`src/rtl/seq_decode_unit_pkg.sv`:
```
// Shared encodings for the LC-3 style sequencer: states, mux selects,
// ALU functions, opcodes and the wait-counter width.
package SLC3_2;

    typedef logic [4:0] state_t;

    localparam state_t ST_HALTED = 5'd0;
    localparam state_t ST_F18    = 5'd1;
    localparam state_t ST_F33    = 5'd2;
    localparam state_t ST_F35    = 5'd3;
    localparam state_t ST_PIR1   = 5'd4;
    localparam state_t ST_PIR2   = 5'd5;
    localparam state_t ST_D32    = 5'd6;
    localparam state_t ST_S01    = 5'd7;
    localparam state_t ST_S05    = 5'd8;
    localparam state_t ST_S09    = 5'd9;
    localparam state_t ST_S00    = 5'd10;
    localparam state_t ST_S22    = 5'd11;
    localparam state_t ST_S12    = 5'd12;
    localparam state_t ST_S04    = 5'd13;
    localparam state_t ST_S20    = 5'd14;
    localparam state_t ST_S21    = 5'd15;
    localparam state_t ST_S06    = 5'd16;
    localparam state_t ST_S25    = 5'd17;
    localparam state_t ST_S27    = 5'd18;
    localparam state_t ST_S07    = 5'd19;
    localparam state_t ST_S23    = 5'd20;
    localparam state_t ST_S16    = 5'd21;
    localparam state_t ST_P13A   = 5'd22;
    localparam state_t ST_P13B   = 5'd23;

    localparam logic [1:0] ALUK_ADD   = 2'b00;
    localparam logic [1:0] ALUK_AND   = 2'b01;
    localparam logic [1:0] ALUK_NOT   = 2'b10;
    localparam logic [1:0] ALUK_PASSA = 2'b11;

    localparam logic [1:0] PCMUX_INC   = 2'b00;
    localparam logic [1:0] PCMUX_BUS   = 2'b01;
    localparam logic [1:0] PCMUX_ADDER = 2'b10;

    localparam logic [1:0] A2_ZERO  = 2'b00;
    localparam logic [1:0] A2_OFF6  = 2'b01;
    localparam logic [1:0] A2_OFF9  = 2'b10;
    localparam logic [1:0] A2_OFF11 = 2'b11;

    localparam logic [3:0] OP_BR    = 4'b0000;
    localparam logic [3:0] OP_ADD   = 4'b0001;
    localparam logic [3:0] OP_JSR   = 4'b0100;
    localparam logic [3:0] OP_AND   = 4'b0101;
    localparam logic [3:0] OP_LDR   = 4'b0110;
    localparam logic [3:0] OP_STR   = 4'b0111;
    localparam logic [3:0] OP_NOT   = 4'b1001;
    localparam logic [3:0] OP_JMP   = 4'b1100;
    localparam logic [3:0] OP_PAUSE = 4'b1101;

    localparam int WAIT_W = $clog2(8) + 1;

    // A wait of n cycles counts n-1 down to zero
    function automatic logic [WAIT_W-1:0] wait_init(input int n);
        return WAIT_W'(n - 1);
    endfunction

endpackage

```
`src/rtl/seq_decode_unit_wait_timer.sv`:
```
// Down-counter pacing SRAM read/write waits; saturates at zero.
module wait_timer
    import SLC3_2::*;
(
    input  logic              Clk,
    input  logic              Reset_n,
    input  logic              load,
    input  logic [WAIT_W-1:0] load_val,
    input  logic              count,
    output logic              done
);

    logic [WAIT_W-1:0] cnt;

    always_ff @(posedge Clk) begin
        if (!Reset_n) begin
            cnt <= '0;
        end else if (load) begin
            cnt <= load_val;
        end else if (count && cnt != '0) begin
            cnt <= cnt - 1'b1;
        end
    end

    assign done = (cnt == '0);

endmodule

```
`src/rtl/seq_decode_unit.sv`:
```
// Microsequencer for a small LC-3 subset: fetch, decode, execute,
// with SRAM wait pacing and front-panel pause handshakes.
module seq_decode_unit
    import SLC3_2::*;
#(
    parameter int MEM_WAIT = 2,
    parameter int WR_WAIT  = 2,
    parameter int PAUSE_IR = 1
) (
    input  logic       Clk,
    input  logic       Reset_n,
    input  logic       Run,
    input  logic       Continue,
    input  logic [3:0] Opcode,
    input  logic       IR_5,
    input  logic       IR_11,
    input  logic       BEN,
    output logic       LD_MAR,
    output logic       LD_MDR,
    output logic       LD_IR,
    output logic       LD_BEN,
    output logic       LD_CC,
    output logic       LD_REG,
    output logic       LD_PC,
    output logic       LD_LED,
    output logic       GatePC,
    output logic       GateMDR,
    output logic       GateALU,
    output logic       GateMARMUX,
    output logic [1:0] PCMUX,
    output logic       DRMUX,
    output logic       SR1MUX,
    output logic       SR2MUX,
    output logic       ADDR1MUX,
    output logic [1:0] ADDR2MUX,
    output logic [1:0] ALUK,
    output logic       Mem_CE,
    output logic       Mem_UB,
    output logic       Mem_LB,
    output logic       Mem_OE,
    output logic       Mem_WE,
    output logic       Halted_o
);

    localparam logic [WAIT_W-1:0] RD_INIT = wait_init(MEM_WAIT);
    localparam logic [WAIT_W-1:0] WR_INIT = wait_init(WR_WAIT);

    state_t            state;
    state_t            state_nxt;
    logic              tmr_load;
    logic              tmr_count;
    logic              tmr_done;
    logic [WAIT_W-1:0] tmr_val;

    always_ff @(posedge Clk) begin
        if (!Reset_n) begin
            state <= ST_HALTED;
        end else begin
            state <= state_nxt;
        end
    end

    wait_timer u_wait (
        .Clk      (Clk),
        .Reset_n  (Reset_n),
        .load     (tmr_load),
        .load_val (tmr_val),
        .count    (tmr_count),
        .done     (tmr_done)
    );

    assign Mem_CE   = 1'b0;
    assign Mem_UB   = 1'b0;
    assign Mem_LB   = 1'b0;
    assign Halted_o = (state == ST_HALTED);

    always_comb begin
        state_nxt  = state;
        tmr_load   = 1'b0;
        tmr_count  = 1'b0;
        tmr_val    = '0;
        LD_MAR     = 1'b0;
        LD_MDR     = 1'b0;
        LD_IR      = 1'b0;
        LD_BEN     = 1'b0;
        LD_CC      = 1'b0;
        LD_REG     = 1'b0;
        LD_PC      = 1'b0;
        LD_LED     = 1'b0;
        GatePC     = 1'b0;
        GateMDR    = 1'b0;
        GateALU    = 1'b0;
        GateMARMUX = 1'b0;
        PCMUX      = PCMUX_INC;
        DRMUX      = 1'b0;
        SR1MUX     = 1'b0;
        SR2MUX     = 1'b0;
        ADDR1MUX   = 1'b0;
        ADDR2MUX   = A2_ZERO;
        ALUK       = ALUK_ADD;
        Mem_OE     = 1'b1;
        Mem_WE     = 1'b1;

        unique case (state)
            ST_HALTED: begin
                if (Run) state_nxt = ST_F18;
            end
            ST_F18: begin
                GatePC    = 1'b1;
                LD_MAR    = 1'b1;
                LD_PC     = 1'b1;
                tmr_load  = 1'b1;
                tmr_val   = RD_INIT;
                state_nxt = ST_F33;
            end
            ST_F33, ST_S25: begin
                Mem_OE    = 1'b0;
                tmr_count = 1'b1;
                if (tmr_done) begin
                    LD_MDR    = 1'b1;
                    state_nxt = (state == ST_F33) ? ST_F35 : ST_S27;
                end
            end
            ST_F35: begin
                GateMDR   = 1'b1;
                LD_IR     = 1'b1;
                state_nxt = (PAUSE_IR != 0) ? ST_PIR1 : ST_D32;
            end
            ST_PIR1: begin
                if (Continue) state_nxt = ST_PIR2;
            end
            ST_PIR2: begin
                if (!Continue) state_nxt = ST_D32;
            end
            ST_D32: begin
                LD_BEN = 1'b1;
                case (Opcode)
                    OP_ADD:   state_nxt = ST_S01;
                    OP_AND:   state_nxt = ST_S05;
                    OP_NOT:   state_nxt = ST_S09;
                    OP_BR:    state_nxt = ST_S00;
                    OP_JMP:   state_nxt = ST_S12;
                    OP_JSR:   state_nxt = ST_S04;
                    OP_LDR:   state_nxt = ST_S06;
                    OP_STR:   state_nxt = ST_S07;
                    OP_PAUSE: state_nxt = ST_P13A;
                    default:  state_nxt = ST_F18;
                endcase
            end
            ST_S01, ST_S05, ST_S09: begin
                SR1MUX    = 1'b1;
                GateALU   = 1'b1;
                LD_REG    = 1'b1;
                LD_CC     = 1'b1;
                SR2MUX    = (state == ST_S09) ? 1'b0 : IR_5;
                ALUK      = (state == ST_S01) ? ALUK_ADD :
                            (state == ST_S05) ? ALUK_AND : ALUK_NOT;
                state_nxt = ST_F18;
            end
            ST_S00: begin
                state_nxt = BEN ? ST_S22 : ST_F18;
            end
            ST_S22: begin
                ADDR2MUX  = A2_OFF9;
                PCMUX     = PCMUX_ADDER;
                LD_PC     = 1'b1;
                state_nxt = ST_F18;
            end
            ST_S12, ST_S20: begin
                SR1MUX    = 1'b1;
                ADDR1MUX  = 1'b1;
                PCMUX     = PCMUX_ADDER;
                LD_PC     = 1'b1;
                state_nxt = ST_F18;
            end
            ST_S04: begin
                GatePC    = 1'b1;
                DRMUX     = 1'b1;
                LD_REG    = 1'b1;
                state_nxt = IR_11 ? ST_S21 : ST_S20;
            end
            ST_S21: begin
                ADDR2MUX  = A2_OFF11;
                PCMUX     = PCMUX_ADDER;
                LD_PC     = 1'b1;
                state_nxt = ST_F18;
            end
            ST_S06, ST_S07: begin
                SR1MUX     = 1'b1;
                ADDR1MUX   = 1'b1;
                ADDR2MUX   = A2_OFF6;
                GateMARMUX = 1'b1;
                LD_MAR     = 1'b1;
                tmr_load   = 1'b1;
                tmr_val    = (state == ST_S06) ? RD_INIT : '0;
                state_nxt  = (state == ST_S06) ? ST_S25 : ST_S23;
            end
            ST_S27: begin
                GateMDR   = 1'b1;
                LD_REG    = 1'b1;
                LD_CC     = 1'b1;
                state_nxt = ST_F18;
            end
            ST_S23: begin
                ALUK      = ALUK_PASSA;
                GateALU   = 1'b1;
                LD_MDR    = 1'b1;
                tmr_load  = 1'b1;
                tmr_val   = WR_INIT;
                state_nxt = ST_S16;
            end
            ST_S16: begin
                Mem_WE    = 1'b0;
                tmr_count = 1'b1;
                if (tmr_done) state_nxt = ST_F18;
            end
            ST_P13A: begin
                LD_LED = 1'b1;
                if (Continue) state_nxt = ST_P13B;
            end
            ST_P13B: begin
                if (!Continue) state_nxt = ST_F18;
            end
            default: state_nxt = ST_HALTED;
        endcase
    end

endmodule

```
`config.mk`:
```
export PLATFORM = sky130hd
export DESIGN_NAME = seq_decode_unit
export DESIGN_NICKNAME = d
export VERILOG_FILES = /design/src/rtl/seq_decode_unit_pkg.sv /design/src/rtl/seq_decode_unit_wait_timer.sv /design/src/rtl/seq_decode_unit.sv
export SDC_FILE = /design/constraint.sdc
export NUM_CORES = 1
export LEC_CHECK = 0
export BUFFER_PORTS_ARGS = -buffer_cell sky130_fd_sc_hd__buf_2
export CORE_MARGIN = 2
export CORE_UTILIZATION = 52
export DETAILED_ROUTE_END_ITERATION = 16
export GPL_ROUTABILITY_DRIVEN = 0
export GPL_TIMING_DRIVEN = 0
export PLACE_DENSITY = 0.85
export SLEW_MARGIN = 20
export SYNTH_ARGS = -nofsm -noshare
export SYNTH_HDL_FRONTEND = slang
export SYNTH_HIERARCHICAL = 1
export SYNTH_SLANG_ARGS = --single-unit
```
`constraint.sdc`:
```
create_clock -name Clk -period 2.07 [get_ports Clk]
set_input_delay 0.207 -clock Clk [delete_from_list [all_inputs] [get_ports Clk]]
set_output_delay 0.207 -clock Clk [all_outputs]
set_load 0.01 [all_outputs]
```
==> impl_metrics.ini, run 1 <==
[floorplan]
core_mm2 = 0.00243
pin_count = 39
fp-row-count = 18
floorplan.initialDensity = 0.536
die_area_mm2 = 0.00292
die_y_um = 54.1
die_w_um = 54.1

[critical_path]
cp_cell_sequence = inv_1 > ha_1 > or3b_4 > clkinv_2 > a211oi_2 > a211o_2 > and2b_1 > nor3b_2
cp-end-kind = flop
crit_buf_inv = 2
worst_setup_path_start_kind = flop
path_class = flop to flop
critPathSlowestCell = or3b_4
cp.required_ns = 2.26
arrival_ns = 2.18
r2r_slack_ns = 0.08
cp_top_family = simple AND/OR/NAND/NOR gates
cp_max_fo = 6
max_stage_delay_ns = 0.41

[clocking]
h-tree-depth = 1
clk_pin_slew_ns = 0.06
ctsHoldBuffers = 0
numCtsBuffers = 3
root_buffer = clkbuf_4
clock_path_buffers = 2
post_cts_buffers = 0
post_cts_resized = 3
cts.sinks = 9
clock_latency_ns = 0.26
cts_tree = done

[global_routing]
met3_usage = 0.0528
grt.met2_usage = 0.431
grt_overflow = 0
use_met1 = 0.313
grt_pass1_wl_um = 5450
grt.busiest_layer = met2
grt_max_degree = 20
antenna_found_initial = 0
grt_pass1_vias = 1306
grt.total_usage = 0.245

[sta]
rsz0062_at_grt = false
fin_crit_sh = 0.961
max_freq_mhz = 503
setup_tns_ns = 0
final_hold_viol_count = 0
finalSetupViolations = 0
period_needed_ns = 1.99
hold_slack_ns = 0.297
clock_skew_ns = 0.00264
finalMaxSlewViolations = 0

[yosys]
seq_area_frac_synth = 0.138
yosysWarnings = 6
syn-cell-area_mm2 = 0.00130
async_reset_ff_frac = 0
syn_inst = 196
yosysUniqueCellTypes = 55
synth_seq_cells = 9
ys.flop_type = dfxtp_1
avgSynthCellArea_um2 = 6.65
synth_edf_count = 0

[detailed_routing]
viasPerCell = 5.69
drtAntennaViolNets = 0
num_vias = 1518
wire_per_inst_um = 12.7
drc = 0
drt_iter0_drc = 40
dr.pass1.iters = 4
routed_wirelength_um = 3400

[placement]
placed_cells = 264
io_buffer_count = 32
place.detailed.hpwl_um = 2620

[finish]
insertedDiodeCount = 0
utilization = 0.646
synthToLayoutAreaGrowth_pct = 20.4
nNetsFinal = 253
drive_gt1_frac = 0.291
finalNonFillerCells = 267

[run_status]
status = complete, no violations

[pwr]
power_mw = 1.49
powerDensity_mw_per_mm2 = 952
peakVddDrop_uv = 619
leakage_nw = 0.748

[flow_run]
drv_cap = 0

[worst_hold_path]
hold_path.class = input pin to flop
==> layout make-up <==
class | count | area, um^2
clock inverter | 1 | 5.00
tap | 30 | 37.5
multi-input combinational | 157 | 991
fill | 246 | 862
buffer | 18 | 109
inverter | 17 | 65.1
timing repair buffer | 32 | 160
clock buffer | 3 | 22.5
sequential | 9 | 180
==> layer usage <==
layer	routed length, um	vias to the layer above	part of all wire
li1	-	766	-
met1	1500	689	0.44
met2	1650	61	0.49
met3	228	2	0.067
met4	19	0	0.0056
met5	0	-	0
==> path summary, 6_finish.rpt <==
path / depth (start not counted) / start / end
worst max-delay path: 8 / u_wait/cnt[0] / state[2]
worst min-delay path: 2 / Reset_n / state[4]
worst max register to register: 8 / u_wait/cnt[0] / state[2]
worst min register to register: 2 / u_wait/cnt[3] / u_wait/cnt[2]
==> worst reg2reg max path, delay by kind of cell (launching register included) <==
family,cells,cell delay (ns)
adder cells (fa/ha/maj),1,0.21
flip-flops,1,0.35
AO/OA/AOI/OAI,2,0.42
AND/OR/NAND/NOR,3,0.77
buffers and inverters,2,0.18
==> Yosys cell counts (all sizes together) (3+ instances only) <==
library cell / instances / share of area
a22oi: 3 / 0.017
dfxtp: 9 / 0.14
o21ai: 10 / 0.041
ha: 4 / 0.038
buf: 17 / 0.072
nand4: 3 / 0.014
o31ai: 5 / 0.029
nor3: 12 / 0.046
nor2b: 5 / 0.024
or2: 3 / 0.014
xor2: 3 / 0.020
nor3b: 3 / 0.021
nand3: 9 / 0.035
a21boi: 3 / 0.017
inv: 16 / 0.046
a221oi: 3 / 0.025
a31oi: 5 / 0.024
nor2: 21 / 0.060
nand2: 18 / 0.052
a21oi: 7 / 0.027
nand2b: 4 / 0.019
==> kinds of logic after synthesis <==
logic type | count (synthesis) | share of synthesized area
other cells | 1 | 0.00288
xor+xnor | 4 | 0.0269
compound gates | 49 | 0.272
mux | 4 | 0.0326
simple gates | 89 | 0.362
flops | 9 | 0.138
fa+ha+maj | 4 | 0.0384
buf+inv | 36 | 0.128
==> placed cells by master (no fill, tap or decap), types with 3 or more instances in the layout <==
cell / netlist / layout
a21boi_0: 3 / 3
a21oi_1: 7 / 7
a22oi_1: 3 / 3
a31oi_1: 5 / 5
buf_2: 9 / 39
buf_4: 5 / 7
clkbuf_4: 0 / 4
conb_1: 1 / 7
dfxtp_1: 9 / 9
ha_1: 4 / 4
inv_1: 16 / 15
nand2_1: 18 / 17
nand2b_1: 4 / 4
nand3_1: 9 / 9
nand4_1: 3 / 3
nor2_1: 21 / 21
nor2b_1: 5 / 5
nor3_1: 12 / 12
o21ai_0: 9 / 8
o31ai_1: 5 / 5
xor2_1: 3 / 3
==> stage by stage <==
stage	area (um^2)	setup slack [ns]
finish	1570	0.0816
global route	1570	0.000825
CTS	1550	0.0381
detailed placement	1520	-0.120
global placement	1520	-0.101
floorplan	1330	0.112
==> registers in the layout, indices dropped and copies added, names as in the netlist <==
signal,flops
state,5
u_wait/cnt,4
==> power by group <==
part           leakage (nW)  switching, mW  total [mW]  internal (mW)
registers            0.0738         0.0648       0.293          0.228
clock network        0.0177         0.0622       0.133         0.0712
logic                 0.657          0.642        1.07          0.426
total                 0.748          0.769        1.49          0.725
No activity file was read; power rests on OpenSTA's default activity.
==> run 2, diff against run 1 <==
Clock period 2.07 ns to 2.2 ns, I/O delays scaled along.
==> run 2 against run 1 <==
Effect of this change: sequential cell count did not move; die area did not move; via count rose by 0.33%; wire length rose by 0.53%; clock power fell by 5%; largest cell class unchanged; non-clock buffer count rose by 1.
==> impl_metrics.ini, run 2 (same netlist as run 1, synthesis figures left out) <==
[run_status]
status = complete, no violations

[finish]
finalNonFillerCells = 268
multiInputGateArea_um2 = 988
largest_registers = state (5), u_wait/cnt (4)
utilization = 0.646
final_common_cell = buf_2
insertedDiodeCount = 0
largest-register = state
nNetsFinal = 254
seq_area_um2 = 180
fill_cells = 247
drive_gt1_frac = 0.290
synthToLayoutAreaGrowth_pct = 20.4
largest_reg_flops = 5
layout_common_cells = buf_2 (40), nor2_1 (21), nand2_1 (18)

[critical_path]
cp-end-kind = flop
path_class = flop to flop
regToRegStartpoint = state[0]
r2r_cells = 10
cp.required_ns = 2.34
cp_max_fo = 10
r2r_slack_ns = 0.16
arrival_ns = 2.17
worst_setup_path_start_kind = flop
reg2reg_to = u_wait/cnt[3]

[sta]
rsz0062_at_grt = false
max_freq_mhz = 491
clock_skew_ns = 0.00263
fin_crit_sh = 0.926
period_needed_ns = 2.04
finalMaxSlewViolations = 0
setup_tns_ns = 0
final_hold_viol_count = 0
finalSetupViolations = 0
hold_slack_ns = 0.310

[pwr]
powerDensity_mw_per_mm2 = 891
seqPwrFrac = 0.197
leakage_nw = 0.753
combPwrFrac = 0.713
peakVddDrop_uv = 583
switching_power_mw = 0.720
internal_power_mw = 0.678
power_mw = 1.40
swShare = 0.515
power_frac_clock = 0.090

[flow_run]
drv_cap = 0

[detailed_routing]
routed_wirelength_um = 3420
dr.pass1.iters = 4
drt_iter0_drc = 54
wire_per_inst_um = 12.8
num_vias = 1523
drtAntennaViolNets = 0
viasPerCell = 5.68
drc = 0

[worst_hold_path]
hold_path.class = input pin to flop
holdPathStages = 2
hold_start = Reset_n
hold_path_end = state[4]

[global_routing]
grt_max_degree = 12
antenna_found_initial = 0
grt_overflow = 0
grt_pass1_wl_um = 5490
grt_pass1_vias = 1307
grt.total_usage = 0.247

[placement]
placed_cells = 264
place.detailed.hpwl_um = 2620
io_buffer_count = 32

[clocking]
h-tree-depth = 1
post_cts_buffers = 0
root_buffer = clkbuf_4
clk_pin_slew_ns = 0.06
clock_latency_ns = 0.26
clock_path_buffers = 2
cts_tree = done
post_cts_resized = 0
numCtsBuffers = 3
ctsHoldBuffers = 0
cts.sinks = 9

[floorplan]
pin_count = 39
fp-row-count = 18
die_area_mm2 = 0.00292
floorplan.initialDensity = 0.536
core_mm2 = 0.00243
die_w_um = 54.1
die_y_um = 54.1
==> run 2: cell types whose count changed in the layout (fill, tap and decap cells not counted) <==
cell	previous run	this run
buf_4	7	5
buf_2	39	40
o21ai_0	8	9
o21ai_1	1	0
nand2_2	1	0
clkbuf_2	2	3
nand2_1	17	18
clkbuf_4	4	5
==> run 2: worst max-delay path by stage <==
stage | depth (start not counted) | startpoint | end | slack (ns)
3_3_place_gp | 8 | state[4] | u_wait/cnt[3] | 0.03
3_5_place_dp | 8 | state[4] | u_wait/cnt[3] | 0.01
5_1_grt | 10 | state[0] | u_wait/cnt[3] | 0.007
4_1_cts | 8 | state[4] | u_wait/cnt[3] | 0.005
6_report | 10 | state[0] | u_wait/cnt[3] | 0.16
2_1_floorplan | 8 | state[4] | u_wait/cnt[3] | 0.24
==> run 2: critical path, stage by stage (launching register included) <==
cell	delay, ns
dfxtp_1	0.31
buf_2	0.17
clkbuf_4	0.20
inv_2	0.12
nand2_1	0.10
o21ai_0	0.21
nand2_1	0.10
nand2_1	0.18
nor4b_4	0.24
mux2i_1	0.20
a21oi_1	0.08
==> run 2: final cells by class <==
type	instances	area share
Timing Repair Buffer	32	0.102
Inverter	17	0.0414
Clock inverter	1	0.00319
Buffer	19	0.0709
Tap cell	30	0.0239
Sequential cell	9	0.115
Clock buffer	3	0.0143
Multi-Input combinational cell	157	0.629
==> run 2: through the flow <==
stage | cell area [um^2] | setup slack (ns)
4_1_cts | 1550 | 0.00482
6_report | 1570 | 0.162
2_1_floorplan | 1330 | 0.242
3_5_place_dp | 1520 | 0.0102
3_3_place_gp | 1520 | 0.0291
5_1_grt | 1570 | 0.00734
==> run 2: metal layers <==
layer  track usage  routed length [um]  part of all wire  vias up
met1         0.313                1520              0.44      695
li1              -                   -                 -      769
met3        0.0556                 209             0.061        4
met5             0                   0                 0        -
met4        0.0292                  28            0.0082        0
met2         0.437                1660              0.49       55
==> run 2: power groups by stage <==
| stage | combinational [mW] | clock [mW] | sequential [mW] |
|---|---|---|---|
| after CTS | 0.966 | 0.132 | 0.265 |
| after global routing | 1.10 | 0.141 | 0.283 |
| final | 0.997 | 0.126 | 0.276 |
| after floorplan | 0.755 | 0 | 0.255 |
| after detailed placement | 0.961 | 0 | 0.269 |
| after global placement | 0.947 | 0 | 0.267 |
